### src/rtl/fetch_pkg.sv
// Shared types and constants for the instruction fetch stage.
package fetch_pkg;

  localparam int unsigned PC_WIDTH_DEF    = 16;
  localparam int unsigned INSTR_WIDTH_DEF = 16;
  localparam int unsigned PC_STEP         = 2;
  localparam logic [15:0] NOP_INSTR       = 16'h0000;

  typedef enum logic [1:0] {
    IDLE,
    RUN,
    HALT
  } fetch_state_t;

endpackage

### src/rtl/fetch_pc_sel.sv
// Combinational next-PC / next-state selector for the fetch stage.
// Priority in RUN: redirect > past end of ROM > stall > sequential fetch.
// INSTR_FETCH_MISALIGN_TRAP_EN: odd redirect targets halt fetch instead of
// being silently aligned.
module fetch_pc_sel
  import fetch_pkg::*;
#(
  parameter int unsigned PC_WIDTH  = PC_WIDTH_DEF,
  parameter int unsigned ROM_LIMIT = 32
) (
  input  fetch_state_t          state_q,
  input  logic [PC_WIDTH-1:0]   pc_q,
  input  logic                  stall,
  input  logic                  redirect_valid,
  input  logic [PC_WIDTH-1:0]   redirect_pc,
`ifdef INSTR_FETCH_MISALIGN_TRAP_EN
  input  logic                  fault_q,
  output logic                  set_fault,
`endif
  output fetch_state_t          state_d,
  output logic [PC_WIDTH-1:0]   pc_d,
  output logic                  capture,
  output logic                  flush
);

  logic [PC_WIDTH-1:0] target;
  logic                past_end;
  logic                misalign;
  logic                locked;

  assign target   = {redirect_pc[PC_WIDTH-1:1], 1'b0};
  assign past_end = {1'b0, pc_q} >= (PC_WIDTH+1)'(ROM_LIMIT);

`ifdef INSTR_FETCH_MISALIGN_TRAP_EN
  assign misalign = redirect_pc[0];
  assign locked   = fault_q;
`else
  logic unused_lsb;
  assign unused_lsb = redirect_pc[0];
  assign misalign   = 1'b0;
  assign locked     = 1'b0;
`endif

  // Select next state/PC and the IF/ID update action for this edge.
  always_comb begin
    state_d = state_q;
    pc_d    = pc_q;
    capture = 1'b0;
    flush   = 1'b0;
`ifdef INSTR_FETCH_MISALIGN_TRAP_EN
    set_fault = 1'b0;
`endif
    unique case (state_q)
      IDLE: begin
        state_d = RUN;
        if (redirect_valid) begin
          if (misalign) begin
            state_d = HALT;
`ifdef INSTR_FETCH_MISALIGN_TRAP_EN
            set_fault = 1'b1;
`endif
          end else begin
            pc_d = target;
          end
        end
      end
      RUN: begin
        if (redirect_valid) begin
          flush = 1'b1;
          if (misalign) begin
            state_d = HALT;
`ifdef INSTR_FETCH_MISALIGN_TRAP_EN
            set_fault = 1'b1;
`endif
          end else begin
            pc_d = target;
          end
        end else if (past_end) begin
          state_d = HALT;
          flush   = 1'b1;
        end else if (!stall) begin
          capture = 1'b1;
          pc_d    = pc_q + PC_WIDTH'(PC_STEP);
        end
      end
      HALT: begin
        // A latched misalignment fault keeps fetch halted until reset.
        if (redirect_valid && !locked) begin
          if (misalign) begin
`ifdef INSTR_FETCH_MISALIGN_TRAP_EN
            set_fault = 1'b1;
`endif
          end else begin
            pc_d    = target;
            state_d = RUN;
          end
        end
      end
      default: state_d = IDLE;
    endcase
  end

endmodule

### src/rtl/instr_fetch.sv
// Fetch stage: owns the PC, drives the ROM address and holds IF/ID.
// Optional macro INSTR_FETCH_MISALIGN_TRAP_EN adds the misalign_fault output.
module instr_fetch
  import fetch_pkg::*;
#(
  parameter int unsigned          PC_WIDTH    = PC_WIDTH_DEF,
  parameter int unsigned          INSTR_WIDTH = INSTR_WIDTH_DEF,
  parameter logic [PC_WIDTH-1:0]  RESET_PC    = '0,
  parameter int unsigned          ROM_LIMIT   = 32
) (
  input  logic                   clk,
  input  logic                   reset,
  input  logic                   stall,
  input  logic                   redirect_valid,
  input  logic [PC_WIDTH-1:0]    redirect_pc,
  output logic [PC_WIDTH-1:0]    imem_pc,
  input  logic [INSTR_WIDTH-1:0] imem_instr,
  output logic                   ifid_valid,
  output logic [INSTR_WIDTH-1:0] ifid_instr,
  output logic [PC_WIDTH-1:0]    ifid_pc,
  output logic [PC_WIDTH-1:0]    ifid_pc_plus2,
  output logic                   halted,
`ifdef INSTR_FETCH_MISALIGN_TRAP_EN
  output logic                   misalign_fault,
`endif
  output logic [15:0]            fetch_count
);

  fetch_state_t           state_q, state_d;
  logic [PC_WIDTH-1:0]    pc_q, pc_d;
  logic                   valid_q, valid_d;
  logic [INSTR_WIDTH-1:0] instr_q, instr_d;
  logic [PC_WIDTH-1:0]    ipc_q, ipc_d;
  logic [PC_WIDTH-1:0]    ipc2_q, ipc2_d;
  logic [15:0]            count_q, count_d;
  logic                   capture, flush;

`ifdef INSTR_FETCH_MISALIGN_TRAP_EN
  logic fault_q, fault_d, set_fault;
`endif

  fetch_pc_sel #(
    .PC_WIDTH  (PC_WIDTH),
    .ROM_LIMIT (ROM_LIMIT)
  ) u_sel (
    .state_q        (state_q),
    .pc_q           (pc_q),
    .stall          (stall),
    .redirect_valid (redirect_valid),
    .redirect_pc    (redirect_pc),
`ifdef INSTR_FETCH_MISALIGN_TRAP_EN
    .fault_q        (fault_q),
    .set_fault      (set_fault),
`endif
    .state_d        (state_d),
    .pc_d           (pc_d),
    .capture        (capture),
    .flush          (flush)
  );

  // IF/ID register and fetch counter next values.
  always_comb begin
    valid_d = valid_q;
    instr_d = instr_q;
    ipc_d   = ipc_q;
    ipc2_d  = ipc2_q;
    count_d = count_q;
    if (capture) begin
      valid_d = 1'b1;
      instr_d = imem_instr;
      ipc_d   = pc_q;
      ipc2_d  = pc_q + PC_WIDTH'(PC_STEP);
      if (count_q != '1) count_d = count_q + 16'd1;
    end else if (flush) begin
      valid_d = 1'b0;
    end
`ifdef INSTR_FETCH_MISALIGN_TRAP_EN
    fault_d = fault_q | set_fault;
`endif
  end

  // State, PC and IF/ID registers with synchronous reset.
  always_ff @(posedge clk) begin
    if (reset) begin
      state_q <= IDLE;
      pc_q    <= RESET_PC;
      valid_q <= 1'b0;
      instr_q <= INSTR_WIDTH'(NOP_INSTR);
      ipc_q   <= '0;
      ipc2_q  <= '0;
      count_q <= '0;
`ifdef INSTR_FETCH_MISALIGN_TRAP_EN
      fault_q <= 1'b0;
`endif
    end else begin
      state_q <= state_d;
      pc_q    <= pc_d;
      valid_q <= valid_d;
      instr_q <= instr_d;
      ipc_q   <= ipc_d;
      ipc2_q  <= ipc2_d;
      count_q <= count_d;
`ifdef INSTR_FETCH_MISALIGN_TRAP_EN
      fault_q <= fault_d;
`endif
    end
  end

  assign imem_pc       = pc_q;
  assign ifid_valid    = valid_q;
  assign ifid_instr    = instr_q;
  assign ifid_pc       = ipc_q;
  assign ifid_pc_plus2 = ipc2_q;
  assign halted        = (state_q == HALT);
  assign fetch_count   = count_q;
`ifdef INSTR_FETCH_MISALIGN_TRAP_EN
  assign misalign_fault = fault_q;
`endif

endmodule

### config.mk
export PLATFORM = sky130hd
export DESIGN_NAME = instr_fetch
export DESIGN_NICKNAME = d
export VERILOG_FILES = /design/src/rtl/fetch_pkg.sv /design/src/rtl/fetch_pc_sel.sv /design/src/rtl/instr_fetch.sv
export SDC_FILE = /design/constraint.sdc
export NUM_CORES = 1
export LEC_CHECK = 0
export ABC_AREA = 1
export ABC_CLOCK_PERIOD_IN_PS = 2090
export CORE_MARGIN = 4
export CORE_UTILIZATION = 57
export CTS_CLUSTER_DIAMETER = 50
export DETAILED_ROUTE_END_ITERATION = 8
export DONT_BUFFER_PORTS = 1
export GPL_ROUTABILITY_DRIVEN = 0
export GPL_TIMING_DRIVEN = 0
export HOLD_SLACK_MARGIN = 0.08
export PLACE_DENSITY_LB_ADDON = 0.15
export SLEW_MARGIN = 30
export SYNTH_ARGS = -nofsm -noshare
export SYNTH_HDL_FRONTEND = slang
export SYNTH_SLANG_ARGS = --single-unit
### constraint.sdc
create_clock -name clk -period 2.09 [get_ports clk]
set_input_delay 0.1045 -clock clk [delete_from_list [all_inputs] [get_ports clk]]
set_output_delay 0.1045 -clock clk [all_outputs]
set_load 0.005 [all_outputs]
== Yosys cells after proc, flatten, opt, wreduce, memory -nomap -nowiden ==
Cells that the tools add are included.
Word-level totals
  register bits after elaboration: 83
  latch bits: 0
  RAM bits: 0
  memory bits (read-only): 0
  input port bits: 36
  output and inout bits: 82
  word-level logic and storage cells: 44
  memories kept: 0
Operators by class
  $add $sub $neg: 2
  multiply operators: 0
  divide/modulo/power cells: 0
  magnitude comparators: 1
  equal/unequal tests: 9
  shift operators: 0
  multiplexer cells: 18
  bitwise logic cells: 0
  reduce and logical (&&, ||, !) cells: 7
Operators with widths (count)
  16-bit 2-to-1 mux: 4
  16-bit case mux with 2 select lines: 1
  16-bit by 1-bit adder with 16-bit output, second input constant: 1
  16-bit by 2-bit adder with 16-bit output, second input constant: 1
  16-bit by 6-bit greater-or-equal comparator with 1-bit output, second input constant: 1
  16-bit inequality test, second input constant: 1
  1-bit 2-to-1 mux: 9
  2-bit 2-to-1 mux: 3
  3-bit inequality test, second input constant: 2
  2-bit case mux with 3 select lines: 1
  2-bit by 1-bit inequality test with 1-bit output, second input constant: 2
  2-bit inequality test, second input constant: 2
  4-bit AND reduction: 1
  2-bit nonzero test: 2
  3-bit AND reduction: 1
  2-bit by 1-bit equality test with 1-bit output, second input constant: 1
  2-bit equality test, second input constant: 1
  2-bit zero test: 1
  2-bit AND reduction: 1
  2-bit OR reduction: 1

== Logic depth before layout (Yosys ltp) ==
  depth after elaboration: 6
  gate-level depth with buffers: 11
  mapped depth without buffers: 10

== By module ==
From an unflattened synthesis, not the netlist that was laid out.
Unflattened totals
  cell total of the unflattened synthesis: 632
  area, all modules: 4200.3 sq um
Modules (own cells, without submodules)
  instr_fetch: times used 1, cells each 489, area an instance 3458.3 sq um, seq. area each 1641.6 sq um
  fetch_pc_sel: times used 1, cells each 143, area an instance 742.0 sq um, seq. area each 0.0 sq um

== Worst setup path before layout ==
Ideal clock, no wire load.
  path type: reg2reg
  start point: reg count_q[0] (netlist: fetch_count[0])
  end point: reg count_q[4] (netlist: fetch_count[4])
  setup time: 115 ps
  data arrival time: 1435 ps
  data required time: 1975 ps
  slack: 540 ps
  cell stages (with the launch flop): 10
  buffers on the path: 1
  period minus slack after synthesis: 1550 ps
  cells stage by stage: dfxtp_1 > ha_1 > nand2_1 > nor2_2 > nand3_1 > nor2_1 > nor2_2 > buf_4 > a21oi_1 > nor2_1
Between the ends
  word-level cells in the longest chain between the ends: 2
  elaborated cells between the ends (all ways): 3
  those cells by class: 1 x add/sub; 1 x eq/ne; 1 x reduce/logical
Ends and longest elaborated chain
  start, declared: RTL line instr_fetch.sv:35  | logic [15:0] count_q, count_d;
  start signal, assigned: RTL line instr_fetch.sv:102  | count_q <= count_d;
  parallel branches: the longest is 2 deep, another holds 16-bit by 1-bit adder with 16-bit output
Several ways; the timed one is not identified.
A chain may end at the register's enable or synchronous reset.

== Worst setup path in the final report ==
  start point: reg count_q[0] (netlist: fetch_count[0])
  end point: reg count_q[2] (netlist: fetch_count[2])
The elaborated chain is that of the path after synthesis.

==> results.py <==
metrics = {
    "logic_synthesis": {
        "async_flop_share_pct": 0,
        "synthCells": 459,
        "netlist_top_cells_area": "dfxtp_1, nor2_1, nand3_1, nand2_1, o21ai_0",
        "synth_largest_area_cell": "dfxtp_1",
        "synthDistinctLibCells": 36,
        "ys.flop_type": "dfxtp_1",
        "syn_avg_cell_area_um2": 7.41,
        "netlist_area_um2": 3400,
        "synth-seq-cells": 80,
        "synth_top_area_share_pct": 47.1,
        "yosysSeqAreaShare_pct": 47.1,
        "synth_edf_count": 0,
        "synth_warnings": 0,
    },
    "global_routing": {
        "grt_pass1_vias": 2986,
        "grt_max_degree": 14,
        "grt.total_usage_pct": 23.7,
        "overflow": 0,
        "antenna_found_initial": 0,
        "met1_usage_pct": 28.5,
        "busiest_layer": "met2",
        "met2_usage_pct": 38.1,
        "use_met3_pct": 8.64,
        "grt_pass1_wl_um": 14000,
    },
    "floorplanning": {
        "initial_utilization_pct": 60.3,
        "die_h_um": 85.2,
        "ios": 118,
        "chipWidth_um": 85.2,
        "die-area_um2": 7260,
        "core-area_um2": 5640,
        "num_rows": 27,
    },
    "drt": {
        "first_pass_iters": 4,
        "ant_nets": 0,
        "vias": 3147,
        "drcViolationCount": 0,
        "drt_iter0_drc": 230,
        "wl_per_cell_um": 14.8,
        "via_per_inst": 5.41,
        "wl_um": 8630,
    },
    "pwr": {
        "p_per_area_nw_per_um2": 710,
        "seq_power_share_pct": 56.9,
        "switching_power_mw": 0.736,
        "power.share.clock_pct": 34.1,
        "peakVddDrop_v": 0.000506,
        "switching_share_pct": 26.0,
        "combPwrFrac_pct": 9.0,
        "p_leak_nw": 1.83,
        "p_int_mw": 2.10,
    },
    "critical_path": {
        "path_max_fanout": 10,
        "path_class": "reg -> reg",
        "required_ps": 2330,
        "worstPathArrival_ps": 2040,
        "reg2reg_setup_slack_ps": 290,
        "reg2reg_from": "fetch_count[0]$_SDFFE_PP0P_",
        "startpoint_type": "flip-flop",
        "rr_endpoint": "fetch_count[2]$_SDFFE_PP0P_",
        "r2r_cells": 9,
        "cp-end-kind": "flip-flop",
    },
    "sta": {
        "slew_violations": 0,
        "period_minus_slack_ps": 1800,
        "hold_viol": 0,
        "timing.fmax_mhz": 554,
        "skew_ps": 14.7,
        "final.setup.tns_ps": 0,
        "rsz0062_at_grt": "false",
        "final.period_utilization_pct": 86.3,
        "setup_viol": 0,
    },
    "cells_and_area": {
        "synthToLayoutAreaGrowth_pct": 17.4,
        "n_antenna_cell": 0,
        "final_area_um2": 3990,
        "final_net_count": 543,
        "fillers": 447,
        "drive_above_1_share_pct": 8.82,
    },
    "placement": {
        "hpwl_um": 5880,
        "place_area_um2": 3500,
        "io_buffers": 0,
    },
    "min_path": {
        "hold_class": "in -> reg",
        "whs_endpoint": "fetch_count[15]$_SDFFE_PP0P_",
        "hp-start": "redirect_valid",
        "min_path_cells": 4,
    },
    "run_status": {
        "run_status": "finished clean",
    },
    "clock_network": {
        "cts_buffers": 9,
        "cts_tree": "yes",
        "cts_sinks": 80,
        "clk_path_buf_depth": 2,
        "worstSkewPairLatency_ps": 340,
        "htreeDepth": 3,
        "clk_pin_slew_ps": 90,
        "clockRootBuffer": "clkbuf_8",
        "post_cts_resized": 0,
    },
    "flow_run": {
        "drv_cap": 0,
    },
}
## logic make-up after synthesis
logic type,after synthesis,share of synthesized area (%)
AOI/OAI and AO/OA,76,11.6
xor gates and xnor gates,6,1.55
adders and majority gates,2,0.736
buffers and inverters,69,9.20
DFF,80,47.1
muxes,3,0.883
other,1,0.110
and+or+nand+nor,222,28.9
## placed cells by master (no fill, tap or decap), types with 3 or more instances in the layout
cell	count
nor2_1	94
dfxtp_1	80
nand2_1	59
nand3_1	47
o21ai_0	43
inv_1	41
dlygate4sd3_1	33
a21oi_1	27
clkbuf_8	9
buf_2	7
nand4_1	7
clkbuf_1	6
buf_4	6
clkinv_2	4
inv_2	3
nor2_2	3
buf_6	3
xnor2_1	3
mux2i_1	3
xor2_1	3
conb_1	3
## worst max path at each step
| stage | startpoint | slack, ps | to |
|---|---|---|---|
| floorplan | fetch_count[0]$_SDFFE_PP0P_ | 540 | fetch_count[4]$_SDFFE_PP0P_ |
| global placement | fetch_count[0]$_SDFFE_PP0P_ | 330 | fetch_count[3]$_SDFFE_PP0P_ |
| detailed placement | fetch_count[0]$_SDFFE_PP0P_ | 310 | fetch_count[3]$_SDFFE_PP0P_ |
| CTS | fetch_count[0]$_SDFFE_PP0P_ | 290 | fetch_count[2]$_SDFFE_PP0P_ |
| global route | fetch_count[0]$_SDFFE_PP0P_ | 80 | fetch_count[4]$_SDFFE_PP0P_ |
| finish | fetch_count[0]$_SDFFE_PP0P_ | 290 | fetch_count[2]$_SDFFE_PP0P_ |
## critical path, cell delays in order (launching register included)
cell,delay [ps]
dfxtp_1,440
ha_1,230
nand2_1,90
nor2_2,240
nand3_1,130
nor2_1,140
nor2_2,70
buf_4,170
a21oi_1,130
nor2_1,60
## through the flow
| step | power, mW | hold WS, ps | worst slack, ps | instances | util, % |
|---|---|---|---|---|---|
| 5_1_grt | 2.96 | 103 | 75.3 | 582 | 70.7 |
| 3_5_place_dp | 1.84 | 248 | 306 | 533 | 62.0 |
| 2_1_floorplan | 1.79 | 239 | 540 | 461 | - |
| 3_3_place_gp | 1.83 | 243 | 327 | 533 | 62.0 |
| 6_report | 2.83 | 111 | 285 | 582 | 70.7 |
| 4_1_cts | 2.84 | 102 | 288 | 582 | 70.7 |
## per-layer routing
layer | part of all wire, % | vias to the layer above
met4 | 1.5 | 0
met5 | 0 | -
li1 | - | 1571
met1 | 44 | 1453
met2 | 46 | 111
met3 | 8.8 | 12
## power groups by stage
stage | registers (mW) | clock network (mW) | logic (mW)
3_3_place_gp | 1.64 | 0 | 0.192
3_5_place_dp | 1.64 | 0 | 0.197
4_1_cts | 1.61 | 0.986 | 0.249
2_1_floorplan | 1.63 | 0 | 0.161
6_report | 1.61 | 0.967 | 0.255
5_1_grt | 1.62 | 1.06 | 0.282
## cells in the mapped netlist, drive strengths merged (2+ instances only)
master	instances
a21oi	28
buf	18
clkbuf	5
clkinv	2
dfxtp	80
ha	2
inv	44
mux2i	3
nand2	62
nand3	47
nand4	8
nor2	98
nor3	3
o21ai	45
or2	2
xnor2	3
xor2	3
## layout make-up
cell class	count	area, um2	area share [%]
multi-input combinational	312	1490	37.4
timing repair buffer	33	330	8.28
tap	72	90.1	2.26
clock inverter	6	36.3	0.909
clock buffer	10	128	3.20
buffer	23	140	3.51
inverter	46	173	4.33
sequential	80	1600	40.1
## repair_timing
item	CTS	global route
hold buffers	33	0
setup buffers	0	0
endpoints found under the setup margin	0	0
hold endpoints to repair	36	0
## registers in the layout, summed over array words and instances, names as in the netlist
| signal | flops |
|---|---|
| fetch_count | 16 |
| ifid_instr | 16 |
| ifid_pc | 15 |
| ifid_pc_plus2 | 15 |
| imem_pc | 15 |
| state_q | 2 |
| ifid_valid | 1 |
Power figures use the tool's default switching activity.
